File: src/rtl/add16_pkg.sv
// Shared types for the adder16 result stage: flag layout and the FIFO entry format.
package add16_pkg;

  localparam int FLAG_W      = 5;
  localparam int FLAG_SIGN   = 0;
  localparam int FLAG_ZERO   = 1;
  localparam int FLAG_CARRY  = 2;
  localparam int FLAG_PARITY = 3;
  localparam int FLAG_OVF    = 4;

  typedef logic [FLAG_W-1:0] flags_t;

  typedef struct packed {
    logic [15:0] sum;
    flags_t      flags;
  } add16_entry_t;

endpackage

File: src/rtl/add16_fifo.sv
// DEPTH-entry FIFO of add16_entry_t with occupancy counter and async active-low reset.
// Only the control state is reset; storage contents are qualified by occupancy.
module add16_fifo
  import add16_pkg::*;
#(
  parameter int DEPTH = 2,
  localparam int PTR_W = (DEPTH > 1) ? $clog2(DEPTH) : 1,
  localparam int OCC_W = $clog2(DEPTH) + 1
) (
  input  logic             clk,
  input  logic             rst_n,
  input  logic             push,
  input  logic             pop,
  input  add16_entry_t     wdata,
  output add16_entry_t     rdata,
  output logic [OCC_W-1:0] occupancy,
  output logic             full,
  output logic             empty
);

  add16_entry_t     mem [DEPTH];
  logic [PTR_W-1:0] wr_ptr;
  logic [PTR_W-1:0] rd_ptr;
  logic             do_push;
  logic             do_pop;

  assign full    = (occupancy == OCC_W'(DEPTH));
  assign empty   = (occupancy == '0);
  assign do_push = push && !full;
  assign do_pop  = pop && !empty;
  assign rdata   = mem[rd_ptr];

  always_ff @(posedge clk) begin
    if (do_push) mem[wr_ptr] <= wdata;
  end

  // Pointers wrap naturally because DEPTH is a power of two.
  always_ff @(posedge clk or negedge rst_n) begin
    if (!rst_n) begin
      wr_ptr    <= '0;
      rd_ptr    <= '0;
      occupancy <= '0;
    end else begin
      if (do_push) wr_ptr <= wr_ptr + 1'b1;
      if (do_pop)  rd_ptr <= rd_ptr + 1'b1;
      case ({do_push, do_pop})
        2'b10:   occupancy <= occupancy + OCC_W'(1);
        2'b01:   occupancy <= occupancy - OCC_W'(1);
        default: occupancy <= occupancy;
      endcase
    end
  end

endmodule

File: src/rtl/add16_result_stage.sv
// Result/flag capture stage behind adder16: handshake FIFO, sticky flags, overflow counter.
// Optional macro ADD16_FLAG_CHECK_EN enables the sign/zero/parity consistency check (flag_err).
module add16_result_stage
  import add16_pkg::*;
#(
  parameter int DEPTH = 2,
  parameter int CNT_W = 8
) (
  input  logic             clk,
  input  logic             rst_n,
  input  logic             in_valid,
  output logic             in_ready,
  input  logic [15:0]      in_sum,
  input  logic             in_sign,
  input  logic             in_zero,
  input  logic             in_carry,
  input  logic             in_parity,
  input  logic             in_overflow,
  output logic             out_valid,
  input  logic             out_ready,
  output logic [15:0]      out_sum,
  output logic [4:0]       out_flags,
  output logic [4:0]       sticky_flags,
  input  logic             sticky_clr,
  output logic [CNT_W-1:0] ovf_count,
  output logic             flag_err
);

  localparam int OCC_W = $clog2(DEPTH) + 1;
  localparam logic [CNT_W-1:0] OVF_MAX = '1;

  flags_t           in_flags;
  add16_entry_t     wr_entry;
  add16_entry_t     head;
  logic [OCC_W-1:0] occupancy;
  logic             full;
  logic             empty;
  logic             push;
  logic             pop;

  always_comb begin
    in_flags              = '0;
    in_flags[FLAG_SIGN]   = in_sign;
    in_flags[FLAG_ZERO]   = in_zero;
    in_flags[FLAG_CARRY]  = in_carry;
    in_flags[FLAG_PARITY] = in_parity;
    in_flags[FLAG_OVF]    = in_overflow;
  end

  assign wr_entry = '{sum: in_sum, flags: in_flags};

  // Handshake depends only on registered occupancy, never on out_ready.
  assign in_ready  = !full;
  assign out_valid = (occupancy != '0);
  assign push      = in_valid && in_ready;
  assign pop       = out_valid && out_ready;
  assign out_sum   = empty ? 16'h0000 : head.sum;
  assign out_flags = empty ? '0 : head.flags;

  add16_fifo #(
    .DEPTH (DEPTH)
  ) u_fifo (
    .clk       (clk),
    .rst_n     (rst_n),
    .push      (push),
    .pop       (pop),
    .wdata     (wr_entry),
    .rdata     (head),
    .occupancy (occupancy),
    .full      (full),
    .empty     (empty)
  );

  // A clear coinciding with a push keeps only the pushed contribution.
  always_ff @(posedge clk or negedge rst_n) begin
    if (!rst_n) begin
      sticky_flags <= '0;
      ovf_count    <= '0;
    end else if (sticky_clr) begin
      sticky_flags <= push ? in_flags : '0;
      ovf_count    <= (push && in_overflow) ? CNT_W'(1) : '0;
    end else if (push) begin
      sticky_flags <= sticky_flags | in_flags;
      if (in_overflow && (ovf_count != OVF_MAX)) ovf_count <= ovf_count + CNT_W'(1);
    end
  end

`ifdef ADD16_FLAG_CHECK_EN
  logic mismatch;

  assign mismatch = (in_sign != in_sum[15]) ||
                    (in_zero != ~|in_sum) ||
                    (in_parity != ~^in_sum);

  always_ff @(posedge clk or negedge rst_n) begin
    if (!rst_n) begin
      flag_err <= 1'b0;
    end else if (sticky_clr) begin
      flag_err <= push && mismatch;
    end else if (push && mismatch) begin
      flag_err <= 1'b1;
    end
  end
`else
  assign flag_err = 1'b0;
`endif

endmodule

File: config.mk
export PLATFORM = sky130hd
export DESIGN_NAME = add16_result_stage
export DESIGN_NICKNAME = d
export VERILOG_FILES = /design/src/rtl/add16_pkg.sv /design/src/rtl/add16_fifo.sv /design/src/rtl/add16_result_stage.sv
export SDC_FILE = /design/constraint.sdc
export NUM_CORES = 1
export LEC_CHECK = 0
export CAP_MARGIN = 20
export CORE_MARGIN = 1
export CORE_UTILIZATION = 43
export DETAILED_ROUTE_END_ITERATION = 16
export PLACE_DENSITY = 0.75
export SLEW_MARGIN = 20
export SYNTH_ARGS = -nofsm -noshare
export SYNTH_HDL_FRONTEND = slang
export SYNTH_SLANG_ARGS = --single-unit
File: constraint.sdc
create_clock -name clk -period 2.08 [get_ports clk]
set_clock_uncertainty 0.1 [all_clocks]
set_input_delay 0.416 -clock clk [delete_from_list [all_inputs] [get_ports clk]]
set_output_delay 0.416 -clock clk [all_outputs]
set_load 0.005 [all_outputs]
# --- Yosys cells after proc, flatten, opt, wreduce, memory -nomap -nowiden ---
# Memory sizes are Yosys's and may differ from the RTL's.
# Index checks and enable logic that the tools add are counted.
# Widths: inputs -> output; s select.
totals:
  elab_cells: 42
  register_bits: 17
  inputBits: 26
  n_memories: 1
  ram_bits: 42
  output_inout_bits: 37
op_classes:
  n_addsub: 5
  muxes: 12
  bitwise: 1
  n_reduce_logical: 14
  eq_ne: 4
memory_table:
  columns: ["name", "words", "word_bits", "rd", "rd_clocked_by_memory_dff", "wr", "line_no", "source"]
  rows:
  - ["u_fifo.mem", 2, 21, 1, 0, 1, "add16_fifo.sv:21", "add16_entry_t mem [DEPTH];"]
ops:
  columns: ["operator", "count"]
  rows:
  - ["$mux 8", 3]
  - ["$mux 5", 4]
  - ["$mux 16", 1]
  - ["$add 8x1->8 const B", 1]
  - ["$ne 8x8->1 const B", 1]
  - ["$reduce_bool 2->1", 4]
  - ["$logic_and 1x1->1", 6]
  - ["$or 5x5->5", 1]
  - ["$eq 2x2->1 const B", 2]
  - ["$pmux 2 s2", 1]
  - ["$mux 1", 3]
  - ["$add 1x1->1 const B", 2]
  - ["$add 2x1->2 const B", 1]
  - ["$eq 2x1->1 const B", 1]
  - ["$logic_not 1->1", 2]
  - ["$logic_not 2->1", 1]
  - ["$reduce_and 2->1", 1]
  - ["$sub 2x1->2 const B", 1]

# --- Depth between registers and ports, before layout ---
logic_depth:
  ltp_word: 6
  depth_mapped: 7
  ltp_nobuf: 7

# --- By module ---
# Synthesis repeated with hierarchy kept, for this count alone.
unflattened:
  hier_cells: 166
  area_unflattened_um2: 2512.4
by_module_without_submodules:
  columns: ["mod", "cells_each", "n_inst", "seq_area_each_um2", "area_per_inst_um2"]
  rows:
  - ["add16_fifo", 83, 1, 1361.3, 1716.6]
  - ["add16_result_stage", 83, 1, 325.3, 795.8]

# --- Worst setup path after synthesis ---
# Ideal clock, no wire load.
synth_path:
  path_type: "reg2reg"
  start: "register u_fifo.occupancy[0]"
  end: "memory u_fifo.mem[0][0] (netlist name), enable pin"
  t_arrival_ns: 1.726
  setup_ns: 0.399
  slack_ns: -0.145
  stages_incl_launch_ff: 5
  path_cell_list: "dfrtp_1 nand2b_4 and2_2 inv_1 nor2_1"
synth_via:
  elab_chain_len: 6
synth_lines:
  columns: ["item", "line_no", "source"]
  rows:
  - ["start: declaration", "add16_fifo.sv:16", "output logic [OCC_W-1:0] occupancy,"]
  - ["start signal: assignment", "add16_fifo.sv:47", "2'b10: occupancy <= occupancy + OCC_W'(1);"]
  - ["start signal: assignment", "add16_fifo.sv:48", "2'b01: occupancy <= occupancy - OCC_W'(1);"]
  - ["start signal: assignment", "add16_fifo.sv:49", "default: occupancy <= occupancy;"]
  - ["$eq 2x2->1 (*)", "add16_fifo.sv:27", "assign full = (occupancy == OCC_W'(DEPTH));"]
  - ["$logic_not 1->1 (*)", "add16_result_stage.sv:53", "assign in_ready = !full;"]
  - ["named net in_ready", "add16_result_stage.sv:12", "output logic in_ready,"]
  - ["$logic_and 1x1->1", "add16_result_stage.sv:55", "assign push = in_valid && in_ready;"]
  - ["$logic_and 1x1->1 (*)", "add16_fifo.sv:29", "assign do_push = push && !full;"]
  - ["$mux 1 (*)", "add16_fifo.sv:34", "if (do_push) mem[wr_ptr] <= wdata;"]
  - ["$mux 1 (implied by the code) (*)", "add16_fifo.sv:34", null]
  - ["end: declaration", "add16_fifo.sv:21", null]
# The timed path passes the listed nets; every way through them passes the cells marked *.

# --- Worst setup path after layout ---
layout_path:
  start: "register u_fifo.occupancy[1]"
  end: "output out_valid"
layout_via:
  elab_chain_len: 1
layout_lines:
  columns: ["item", "line_no", "source"]
  rows:
  - ["$reduce_bool 2->1", "add16_result_stage.sv:54", "assign out_valid = (occupancy != '0);"]
  - ["end: declaration", "add16_result_stage.sv:19", "output logic out_valid,"]
# Every way passes these cells.

==> impl_metrics.sql <==
INSERT INTO impl_metrics (metric_group, metric, value, unit) VALUES
('drt', 'dr_total_vias', '1673', ''),
('drt', 'detail_route.wl_per_cell', '13.88', 'um'),
('worst_hold_path', 'timing.hold.worst.class', 'in2async', ''),
('outcome', 'outcome', 'complete, no violations', ''),
('synth', 'netlist.top_cell.by_area', 'sky130_fd_sc_hd__edfxtp_1', ''),
('synth', 'unique_masters_post_synth', '32', ''),
('power', 'cellInternalPower', '3196', 'uW'),
('clock_network', 'longest_clk_path_bufs', '2', ''),
('drt', 'drt-vias-per-instance', '4.979', ''),
('global_route', 'globalRoute.totalOverflow', '0', ''),
('synth', 'yosys_warnings', '0', ''),
('placement', 'routabilityCongestion', '0.7134', ''),
('power', 'clkPwrFrac', '0.252', ''),
('drt', 'drt-pass1-iter-count', '4', ''),
('cells_and_area', 'antenna_cells_inserted', '0', ''),
('global_route', 'grt_usage', '0.1658', ''),
('synth', 'synth.avg_cell_area', '13.73', 'um2'),
('worst_setup_path', 'worst_setup_ep_type', 'output pin', ''),
('worst_setup_path', 'r2r-start', 'ovf_count[0]', ''),
('synth', 'async_flop_share', '0.2881', ''),
('clock_network', 'cts.reportedPaths.clkPinSlew', '70', 'ps'),
('drt', 'drt_initial_violations', '49', ''),
('timing', 'timing_hold_violations_final', '0', ''),
('synth', 'netlist.area_leader.share', '0.5191', ''),
('placement', 'port-buffer-count', '61', ''),
('global_route', 'antenna_violations_before_repair', '0', ''),
('clock_network', 'cts.sink_count', '59', ''),
('synth', 'dominant_cell_by_count_in_the_synthesized_netlist', 'sky130_fd_sc_hd__edfxtp_1', ''),
('timing', 'fmax', '497.4', 'MHz'),
('timing', 'finalCriticalPeriod', '2010', 'ps'),
('cells_and_area', 'num-nets-final', '287', ''),
('synth', 'synth_top_flop_cell', 'sky130_fd_sc_hd__edfxtp_1', ''),
('clock_network', 'clock_tree_from_tritoncts', 'built', ''),
('cells_and_area', 'syn_to_final_growth', '43.72', '%'),
('job', 'cap_violations', '0', ''),
('worst_setup_path', 'critical_path.startpoint_type', 'flop', ''),
('die', 'placeableCoreArea', '0.005473', 'mm2'),
('cells_and_area', 'fillCellCount', '437', ''),
('drt', 'totalWireLength', '4662', 'um'),
('power', 'vdd.ir_drop.worst', '0.0005549', 'V'),
('synth', 'mappedNetlistNets', '205', ''),
('power', 'share_seq_of_total_power', '0.375', ''),
('die', 'fp.dieH', '77.17', 'um'),
('synth', 'yosys-top-cells-area', 'sky130_fd_sc_hd__edfxtp_1, sky130_fd_sc_hd__dfrtp_1, sky130_fd_sc_hd__mux2i_1', ''),
('die', 'die_w', '77.17', 'um'),
('worst_setup_path', 'criticalPathCategory', 'reg2out', ''),
('worst_setup_path', 'worst-path-max-fanout', '9', ''),
('worst_setup_path', 'critical_path_required', '1560', 'ps'),
('cells_and_area', 'finalNonFillerCells', '336', ''),
('worst_setup_path', 'critical_path_arrival', '1490', 'ps'),
('timing', 'setup_viol', '0', ''),
('drt', 'final_antenna_net_count', '0', ''),
('timing', 'tightestPinTransition', '593.7', 'ps'),
('power', 'p_sw', '1246', 'uW'),
('timing', 'whs', '320.5', 'ps'),
('cells_and_area', 'final_design_area_no_fill', '0.003492', 'mm2'),
('worst_setup_path', 'worst_setup_path_startpoint', 'u_fifo.occupancy[1]', ''),
('clock_network', 'clk_latency', '320', 'ps'),
('die', 'floorplan.io_pins', '63', ''),
('synth', 'synth_cells', '177', ''),
('timing', 'max-slew-margin-rel', '0.6027', ''),
('power', 'power_switching_share', '0.2804', ''),
('power', 'static-leakage-power', '0.001466', 'uW'),
('clock_network', 'cts_root_buf', 'sky130_fd_sc_hd__clkbuf_8', ''),
('synth', 'synth.ff_latch_count', '59', ''),
('die', 'initial_core_util', '0.4440', ''),
('clock_network', 'clock_h_tree_levels', '3', ''),
('placement', 'numPlacedInstances', '312', ''),
('global_route', 'grt_first_pass_wirelength', '7438', 'um'),
('drt', 'detail_route.drc_violations', '0', ''),
('cells_and_area', 'post_route_cells_drive_above_1_share', '0.1515', '');
-- power by group through the flow --
stage,clock [uW],sequential (uW),combinational [uW]
5_1_grt,1200,1690,1820
3_5_place_dp,0,1710,1660
2_1_floorplan,0,1670,754
4_1_cts,1140,1660,1630
6_report,1120,1670,1660
3_3_place_gp,0,1700,1630
-- metrics by stage --
step	TNS, ps	util	setup slack [ps]	power, uW
finish	0	0.6381	69.72	4442
global route	-0.5596	0.6381	-0.5596	4708
CTS	-383.0	0.6278	-69.88	4428
detailed placement	0	0.5857	23.91	3366
global placement	0	0.5857	80.47	3324
floorplan	0	-	198.4	2426
-- worst max-delay path: stages, from the launching register on --
cell	delay [ps]
sky130_fd_sc_hd__dfrtp_1	380
sky130_fd_sc_hd__nor2_1	160
sky130_fd_sc_hd__buf_6	160
sky130_fd_sc_hd__inv_1	40
sky130_fd_sc_hd__clkdlybuf4s50_1	430
-- per-layer routing --
metal	global-route usage	vias to the layer above	wire [um]
met1	0.1989	808	2054
met5	0	-	0
met4	0.08491	0	83
met2	0.2735	48	2292
li1	-	808	-
met3	0.04405	9	232
-- worst paths after layout --
kind,end,slack (ps),cells past startpoint
setup / recovery,out_valid,70,4
hold / removal,u_fifo.wr_ptr,320,2
setup reg to reg,ovf_count[0],300,5
hold reg to reg,sticky_flags[3],420,2
max in group asynchronous,u_fifo.rd_ptr,1350,2
min in group clk,sticky_flags[3],420,2
-- cell usage in the layout (no fill, tap or decap), types with 7 or more instances in the layout --
| master | count |
|---|---|
| sky130_fd_sc_hd__mux2i_1 | 21 |
| sky130_fd_sc_hd__clkdlybuf4s50_1 | 40 |
| sky130_fd_sc_hd__dfrtp_1 | 16 |
| sky130_fd_sc_hd__dlygate4sd2_1 | 15 |
| sky130_fd_sc_hd__buf_4 | 12 |
| sky130_fd_sc_hd__nor2_1 | 24 |
| sky130_fd_sc_hd__clkbuf_8 | 10 |
| sky130_fd_sc_hd__o21ai_0 | 7 |
| sky130_fd_sc_hd__inv_1 | 8 |
| sky130_fd_sc_hd__edfxtp_1 | 42 |
| sky130_fd_sc_hd__a21oi_1 | 8 |
-- final cells by class --
type | count | area (um2) | area share
Clock buffer | 11 | 141.4 | 0.04049
Multi-Input combinational cell | 103 | 683.2 | 0.1956
Timing Repair Buffer | 78 | 783.3 | 0.2243
Clock inverter | 5 | 76.32 | 0.02186
Tap cell | 72 | 90.09 | 0.02580
Inverter | 8 | 30.03 | 0.008599
Sequential cell | 59 | 1688 | 0.4833
-- cell families after synthesis --
group	share of synthesized area
other	0.001543
adders and majority gates	0.01030
xor gates and xnor gates	0.01803
AOI/OAI and AO/OA	0.05046
muxes	0.08651
buffers and inverters	0.02575
DFF	0.6941
and+or+nand+nor	0.1133
-- registers in the layout (all words and copies together), names as in the netlist --
register and flops:
u_fifo.wr_ptr 1, u_fifo.mem 42, sticky_flags 5, u_fifo.occupancy 2
u_fifo.rd_ptr 1, ovf_count 8
-- what timing repair did --
item / 4_1_cts / 5_1_grt
setup buffers: 3 / 5
pin swaps: 1 / 0
hold buffers: 0 / 0
setup endpoints to repair: 22 / 7
gates resized for setup: 18 / 7
Note: power is estimated with default switching activity, not from simulation.
